[src/rtl/mux2_stream_pkg.sv]
// Shared types for the two-stream byte arbiter: grant states and select encoding.
package mux2_stream_pkg;
  typedef enum logic [1:0] {IDLE = 2'd0, GNT_A = 2'd1, GNT_B = 2'd2} arb_state_t;
  localparam logic SEL_A = 1'b1;
  localparam logic SEL_B = 1'b0;
endpackage

[src/rtl/stream_mux2.sv]
// Combinational WIDTH-bit 2:1 data mux; sel=1 picks a, sel=0 picks b.
module stream_mux2 #(
  parameter int WIDTH = 8
) (
  input  logic             sel,
  input  logic [WIDTH-1:0] a,
  input  logic [WIDTH-1:0] b,
  output logic [WIDTH-1:0] y
);
  assign y = sel ? a : b;
endmodule

[src/rtl/mux2_stream_arb.sv]
// Round-robin arbiter for two valid/ready byte streams with a burst cap,
// feeding a one-entry registered output stage.
module mux2_stream_arb
  import mux2_stream_pkg::*;
#(
  parameter int WIDTH     = 8,
  parameter int MAX_BURST = 4
) (
  input  logic             clk,
  input  logic             aresetn,
  input  logic [WIDTH-1:0] a_data,
  input  logic             a_valid,
  output logic             a_ready,
  input  logic [WIDTH-1:0] b_data,
  input  logic             b_valid,
  output logic             b_ready,
  output logic             sel,
  output logic [WIDTH-1:0] out_data,
  output logic             out_valid,
  input  logic             out_ready,
  output logic             busy
);
  localparam int CW = $clog2(MAX_BURST + 1);
  localparam logic [CW-1:0] CNT_MAX = CW'(MAX_BURST);

  arb_state_t       state, state_nxt;
  logic             last, last_nxt;
  logic [CW-1:0]    cnt, cnt_nxt, cnt_inc;
  logic             space, acc_a, acc_b, accept;
  logic [WIDTH-1:0] mux_data;

  assign space   = !out_valid || out_ready;
  assign a_ready = (state == GNT_A) && space;
  assign b_ready = (state == GNT_B) && space;
  assign acc_a   = a_valid && a_ready;
  assign acc_b   = b_valid && b_ready;
  assign accept  = acc_a || acc_b;
  // In IDLE the select parks on whichever port was granted last.
  assign sel     = (state == GNT_A) || ((state == IDLE) && (last == SEL_A));
  assign busy    = (state != IDLE) || out_valid;
  assign cnt_inc = (cnt == CNT_MAX) ? cnt : cnt + 1'b1;

  stream_mux2 #(.WIDTH(WIDTH)) u_mux (
    .sel (sel),
    .a   (a_data),
    .b   (b_data),
    .y   (mux_data)
  );

  always_comb begin
    state_nxt = state;
    last_nxt  = last;
    cnt_nxt   = accept ? cnt_inc : cnt;
    case (state)
      IDLE: begin
        if (a_valid && b_valid) state_nxt = (last == SEL_A) ? GNT_B : GNT_A;
        else if (a_valid)       state_nxt = GNT_A;
        else if (b_valid)       state_nxt = GNT_B;
      end
      GNT_A: begin
        if (!a_valid)                                      state_nxt = b_valid ? GNT_B : IDLE;
        else if (acc_a && (cnt_inc == CNT_MAX) && b_valid) state_nxt = GNT_B;
      end
      GNT_B: begin
        if (!b_valid)                                      state_nxt = a_valid ? GNT_A : IDLE;
        else if (acc_b && (cnt_inc == CNT_MAX) && a_valid) state_nxt = GNT_A;
      end
      default: state_nxt = IDLE;
    endcase
    // Any grant change restarts the burst; leaving a grant records who had it.
    if (state_nxt != state) begin
      cnt_nxt = '0;
      if (state == GNT_A) last_nxt = SEL_A;
      if (state == GNT_B) last_nxt = SEL_B;
    end
  end

  always_ff @(posedge clk or negedge aresetn) begin
    if (!aresetn) begin
      state <= IDLE;
      last  <= SEL_B;
      cnt   <= '0;
    end else begin
      state <= state_nxt;
      last  <= last_nxt;
      cnt   <= cnt_nxt;
    end
  end

  always_ff @(posedge clk or negedge aresetn) begin
    if (!aresetn) begin
      out_valid <= 1'b0;
      out_data  <= '0;
    end else if (accept) begin
      out_valid <= 1'b1;
      out_data  <= mux_data;
    end else if (out_ready) begin
      out_valid <= 1'b0;
    end
  end
endmodule

[config.mk]
export PLATFORM = sky130hd
export DESIGN_NAME = mux2_stream_arb
export DESIGN_NICKNAME = d
export VERILOG_FILES = /design/src/rtl/mux2_stream_pkg.sv /design/src/rtl/stream_mux2.sv /design/src/rtl/mux2_stream_arb.sv
export SDC_FILE = /design/constraint.sdc
export NUM_CORES = 1
export LEC_CHECK = 0
export CAP_MARGIN = 20
export CORE_MARGIN = 2
export CORE_UTILIZATION = 34
export CTS_CLUSTER_DIAMETER = 100
export DETAILED_ROUTE_END_ITERATION = 7
export HOLD_SLACK_MARGIN = 0.03
export SETUP_SLACK_MARGIN = 0.2
export SLEW_MARGIN = 20
export SYNTH_ARGS = -nofsm -noshare
export SYNTH_HDL_FRONTEND = slang
export SYNTH_HIERARCHICAL = 1
export SYNTH_SLANG_ARGS = --single-unit
[constraint.sdc]
create_clock -name clk -period 2.4 [get_ports clk]
set_input_delay 0.24 -clock clk [delete_from_list [all_inputs] [get_ports clk]]
set_output_delay 0.24 -clock clk [all_outputs]
set_load 0.005 [all_outputs]
==> reports/metrics.cfg, run 1 <==
[floorplanning]
initial_core_util_pct = 35.01
core-area_mm2 = 0.003284
die_y_um = 62.16
die-area_mm2 = 0.003863
fp.dieW_um = 62.16
num_io_pins = 34
rows = 21

[grt]
antenna_found_initial = 0
grt_max_degree = 16
grt_pass1_wl_um = 4995
grt_pass1_vias = 1084
grt.overflow.total = 0
track_usage_pct = 15.54

[clock_network]
postCtsHoldBufs = 0
cts_tree = built
cts_setup_buffers = 0
cts-htree-levels = 1
cts-root-buf = clkbuf_4
cts.sinks = 15
cts_buffer_depth = 2
clock_latency_ns = 0.28
path_clk_slew_ns = 0.09
cts_buffers = 3

[logic_synthesis]
synthCells = 116
synth-xor-area-share_pct = 0.7617
synthSimpleGateAreaFrac_pct = 17.85
synth_fa_ha_area_share_pct = 6.529
synth-seq-area-share_pct = 32.64
syn-cell-area_mm2 = 0.001150
synth_compound_area_share_pct = 16.87
synth_nets = 143
synth_seq_cells = 15
synth_area_per_cell_um2 = 9.913
synthMuxAreaShare_pct = 19.15
ys_types = 40
synth_top_family_by_area = multiplexers
yosys_warnings = 6

[route]
num_vias = 1035
drt_iter0_drc = 33
vias_per_cell = 5.074
drtPass1Iterations = 4
drc_errors = 0
wire_per_inst_um = 13.35
routed_wl_um = 2723
postRouteAntennaNets = 0

[layout]
num_antenna_cells = 0
area_growth_pct = 41.46
multi_input_area_um2 = 726.9
regArea_um2 = 376.6
num-nets-final = 186
fin_cells = 204
fill_cells = 313
layout-drive-gt1-share_pct = 25.95

[sta]
period_share_pct = 88.59
skew_ns = 0.003418
max-slew-margin-rel_pct = 52.36
rsz0062_at_grt = yes
final-setup-viol-count = 0
max_freq_mhz = 470.3
min_period_ns = 2.126
worst_pin_slew_ns = 0.7123
fin_tns_setup_ns = 0
drv_slew = 0
hold_violations = 0

[placement]
port-buffer-count = 33
dp_hpwl_um = 2133
gp_congestion = 0.8611
placedCellCount = 200

[status]
status = completed

[critical_path]
worstSetupEndpointType = output pin
cp.required_ns = 2.16
arrival_ns = 1.89
cp_max_fo = 7
start_kind = flip-flop
path_class = reg2out

[power_and_ir_drop]
power_per_cell_area_mw_per_mm2 = 1130
vdd_drop_max_v = 0.0004368
p_total_w = 0.001838
power_leakage_nw = 0.6805

[hold_path]
hp-class = in2async

[run]
cap_viol_max_count = 0

## worst max-delay path, cell delays in order, from the launching register on
cell and delay (ns):
dfrtp_1 0.44, inv_1 0.14, ha_2 0.26, nand2b_1 0.22
clkdlybuf4s50_1 0.54
## metal layers
metal | track usage, % | wire length (µm)
met1 | 20.11 | 1275
met5 | 0 | 0
met4 | 4.167 | 23
met2 | 25.68 | 1235
met3 | 4.167 | 188
## synthesized netlist by cell type, drive strengths merged
| cell type | instances | area, µm² |
|---|---|---|
| nand4 | 1 | 6.260 |
| nand4b | 1 | 8.760 |
| a32o | 1 | 10.01 |
| a311o | 1 | 11.26 |
| a21oi | 5 | 25.02 |
| o21ai | 6 | 30.02 |
| nor2b | 4 | 25.02 |
| and3 | 1 | 6.260 |
| o31ai | 1 | 7.510 |
| mux2 | 16 | 210.2 |
| nor3 | 3 | 20.02 |
| o21ba | 1 | 10.01 |
| nor3b | 1 | 7.510 |
| a22oi | 1 | 7.510 |
| a2111oi | 1 | 8.760 |
| o22ai | 1 | 6.260 |
| o31a | 1 | 8.760 |
| or3b | 1 | 8.760 |
| dfrtp | 15 | 375.4 |
| xnor2 | 1 | 8.760 |
| a21boi | 2 | 15.01 |
| o2111ai | 1 | 8.760 |
| o211ai | 3 | 32.53 |
| mux2i | 1 | 10.01 |
| and2 | 2 | 12.51 |
| inv | 7 | 26.28 |
| nand2 | 8 | 30.03 |
| a31oi | 2 | 12.51 |
| ha | 6 | 75.07 |
| nand2b | 5 | 31.28 |
| and4b | 1 | 10.01 |
| nand3 | 4 | 20.02 |
| nor2 | 5 | 18.77 |
| buf | 6 | 45.04 |
## cell families after synthesis
kind of cell,after synthesis
and+or+nand+nor,37
AOI/OAI and AO/OA,27
muxes,17
DFF,15
buffers and inverters,13
adders and majority gates,6
xor gates and xnor gates,1
## sequential cells by signal (all words and copies together) (netlist names)
name	flops
out_valid	1
cnt	3
state	2
last	1
out_data	8
## power by group
group / internal, W / total [W] / switching (W)
combinational: 0.000731 / 0.00124 / 0.000507
clock: 0.0000644 / 0.000147 / 0.0000824
sequential: 0.000366 / 0.000454 / 0.0000878
## cell usage in the layout (no fill, tap or decap), types with 2 or more instances in the layout
cell type,count
nor3_1,2
and2_1,2
nor2b_1,4
o211ai_2,2
nand3_1,3
o21ai_0,5
a31oi_1,2
mux2_2,8
mux2_4,8
buf_4,11
clkdlybuf4s50_1,33
ha_1,4
dfrtp_1,14
nor2_1,5
nand2b_1,5
inv_1,6
clkbuf_4,3
nand2_1,8
a21oi_1,5
## per-stage QoR
| step | util, % | setup WS (ns) | cell area [µm²] | hold WS (ns) |
|---|---|---|---|---|
| floorplan | - | 0.3788 | 1150 | -0.05559 |
| global placement | 47.96 | 0.2266 | 1575 | 0.4904 |
| detailed placement | 47.96 | 0.1450 | 1575 | 0.4952 |
| CTS | 49.14 | 0.2104 | 1614 | 0.4079 |
| global route | 49.52 | 0.1482 | 1627 | 0.4219 |
| finish | 49.52 | 0.2739 | 1627 | 0.3804 |
## timing repair
item / 4_1_cts / 5_1_grt
setup endpoints to repair: 5 / 7
resized for setup: 4 / 4
gates cloned: 0 / 0
endpoints found under the hold margin: 0 / 0
## cell type report
class | instances | share of cell area [%]
sequential | 15 | 23.15
multi-input combinational | 88 | 44.69
timing repair buffer | 44 | 25.38
tap | 46 | 3.538
clock buffer | 4 | 1.615
inverter | 7 | 1.615
## path summary, 6_finish.rpt
kind,startpoint,depth (start not counted),slack (ns),endpoint
max reg2reg,state[1]$_DFF_PN0_,8,0.28,cnt[2]$_DFFE_PN0P_
max in group asynchronous,aresetn,1,1.53,state[0]$_DFF_PN0_
min in group clk,out_data[4]$_DFFE_PN0P_,1,0.51,out_data[4]$_DFFE_PN0P_
max,state[1]$_DFF_PN0_,4,0.27,sel
min reg2reg,out_data[4]$_DFFE_PN0P_,1,0.51,out_data[4]$_DFFE_PN0P_
min,aresetn,1,0.38,out_data[1]$_DFFE_PN0P_
Note: power is estimated with default switching activity, not from simulation.
==> run 2, diff against run 1 <==
Settings changed: GPL_TIMING_DRIVEN from default to 1, PLACE_DENSITY_LB_ADDON from default to 0.05.
==> run 2 against run 1 <==
Compared with the run above:
- wire length is 6.1% higher
- first-iteration DRC count is 18% lower
- sequential power hardly changed
- combinational power is 6% higher
- sequential share of layout area is 0.29 points lower
- core utilization is 0.80 points higher
- count of clock-buffer cells in the layout is 1 lower
- non-clock buffer count is 2 higher
- maximum frequency is 2.0% higher
- hold slack worse by 0.013 ns
- power is 4.6% higher
- critical path depth is 1 higher
- critical path type unchanged
- largest cell class unchanged
==> reports/metrics.cfg, run 2 (synthesis results as in run 1) <==
[clock_network]
cts-htree-levels = 1
path_clk_slew_ns = 0.10
cts_buffer_depth = 2
cts-root-buf = clkbuf_4
postCtsHoldBufs = 0
cts_buffers = 3
cts_tree = built
clock_latency_ns = 0.29
cts.sinks = 15

[layout]
fill_cells = 330
num_antenna_cells = 0
largest_register = out_data
num-nets-final = 188
reg.largest.list = out_data: 8 flops, cnt: 3 flops, state: 2 flops
regArea_um2 = 377.9
design_area_mm2 = 0.001653
final_common_cell = clkdlybuf4s50_1
largest_reg_flops = 8
mostFrequentLayoutCells = 32 x clkdlybuf4s50_1, 13 x dfrtp_1, 13 x buf_4
area_growth_pct = 43.74
multi_input_area_um2 = 730.7
layout-drive-gt1-share_pct = 28.13

[floorplanning]
initial_core_util_pct = 35.01
die_y_um = 62.16
core-area_mm2 = 0.003284
fp.dieW_um = 62.16
die-area_mm2 = 0.003863
rows = 21
num_io_pins = 34

[sta]
hold_violations = 0
skew_ns = 0.001501
final-setup-viol-count = 0
fin_tns_setup_ns = 0
period_share_pct = 86.83
drv_slew = 0
rsz0062_at_grt = yes
max-slew-margin-rel_pct = 52.16
max_freq_mhz = 479.9
worst_pin_slew_ns = 0.7154
min_period_ns = 2.084

[critical_path]
r2r_setup_slack_ns = 0.34
start_kind = flip-flop
path_class = reg2out
arrival_ns = 1.84
cp_max_fo = 8
worstSetupEndpointType = output pin
cp.required_ns = 2.16

[run]
cap_viol_max_count = 0

[grt]
grt_pass1_wl_um = 4678
track_usage_pct = 14.59
grt_max_degree = 16
grt_pass1_vias = 994
grt.overflow.total = 0
antenna_found_initial = 0

[power_and_ir_drop]
vdd_drop_max_v = 0.0004025
power_leakage_nw = 0.7011
power_per_cell_area_mw_per_mm2 = 1164

[route]
drc_errors = 0
drtPass1Iterations = 4
m1WireLength_um = 1337
dr_wl_met3_um = 100
top_layer = met3
routed_wl_um = 2890
drt_iter0_drc = 27
wire_per_inst_um = 14.03
vias_per_cell = 5.024
postRouteAntennaNets = 0
num_vias = 1035
met2_length_um = 1452

[status]
status = completed

[placement]
dp_hpwl_um = 2124
placed_cell_area_mm2 = 0.001553
port-buffer-count = 33
gp_congestion = 0.8861

[hold_path]
hp-class = in2async

[run 2: changes by cell type in the layout (fill, tap and decap cells not counted), sizes merged]
cell           before  now
clkbuf              4    3
clkdlybuf4s50      33   32
clkinv              0    1
buf                11   13
dlymetal6s2s        0    1
[run 2: power breakdown]
part	internal (W)	switching (W)	leakage (nW)
Sequential	0.000368	0.0000859	0.182
Combinational	0.000761	0.000552	0.501
Clock	0.0000619	0.0000938	0.0177
Total	0.00119	0.000732	0.701
[run 2: area by class of cell]
class                      instances  area share [%]
clock buffer                       3           1.363
multi-input combinational         88           44.21
clock inverter                     1          0.3028
inverter                           7           1.741
tap                               46           3.482
sequential                        15           22.86
timing repair buffer              46           26.04
[run 2: worst paths after layout]
kind,start,endpoint,cells after the start
worst max-delay path,state[1]$_DFF_PN0_,b_ready,5
min in group clk,out_data[6]$_DFFE_PN0P_,out_data[6]$_DFFE_PN0P_,1
worst min register to register,out_data[6]$_DFFE_PN0P_,out_data[6]$_DFFE_PN0P_,1
worst max register to register,cnt[0]$_DFFE_PN0P_,last$_DFFE_PN0P_,8
worst min-delay path,aresetn,out_valid$_DFFE_PN0P_,1
max in group asynchronous,aresetn,state[1]$_DFF_PN0_,1
[run 2: critical path, cell delays in order, from the launching register on]
cell,delay (ns)
dfrtp_2,0.43
buf_4,0.17
ha_1,0.24
buf_4,0.16
and2_1,0.12
clkdlybuf4s50_1,0.44
[run 2: layer usage]
layer,GRT usage (%),up-vias
met5,0,-
met2,24.86,17
met1,19.00,510
li1,-,508
met3,3.623,0
met4,2.500,0
[run 2: through the flow]
stage	utilization [%]	hold WS, ns	power (W)	setup slack (ns)	cells
2_1_floorplan	-	-0.05559	0.001205	0.3788	116
4_1_cts	49.41	0.3881	0.001893	0.2258	203
5_1_grt	50.32	0.4263	0.002070	0.1768	206
3_3_place_gp	47.28	0.4908	0.001654	0.1501	197
6_report	50.32	0.3674	0.001923	0.3160	206
3_5_place_dp	47.28	0.4997	0.001664	0.1285	197
[run 2: timing repair]
item / CTS / global route
resized for setup: 8 / 4
endpoints found under the setup margin: 5 / 5
buffers inserted: 2 / 3
pin swaps: 0 / 1
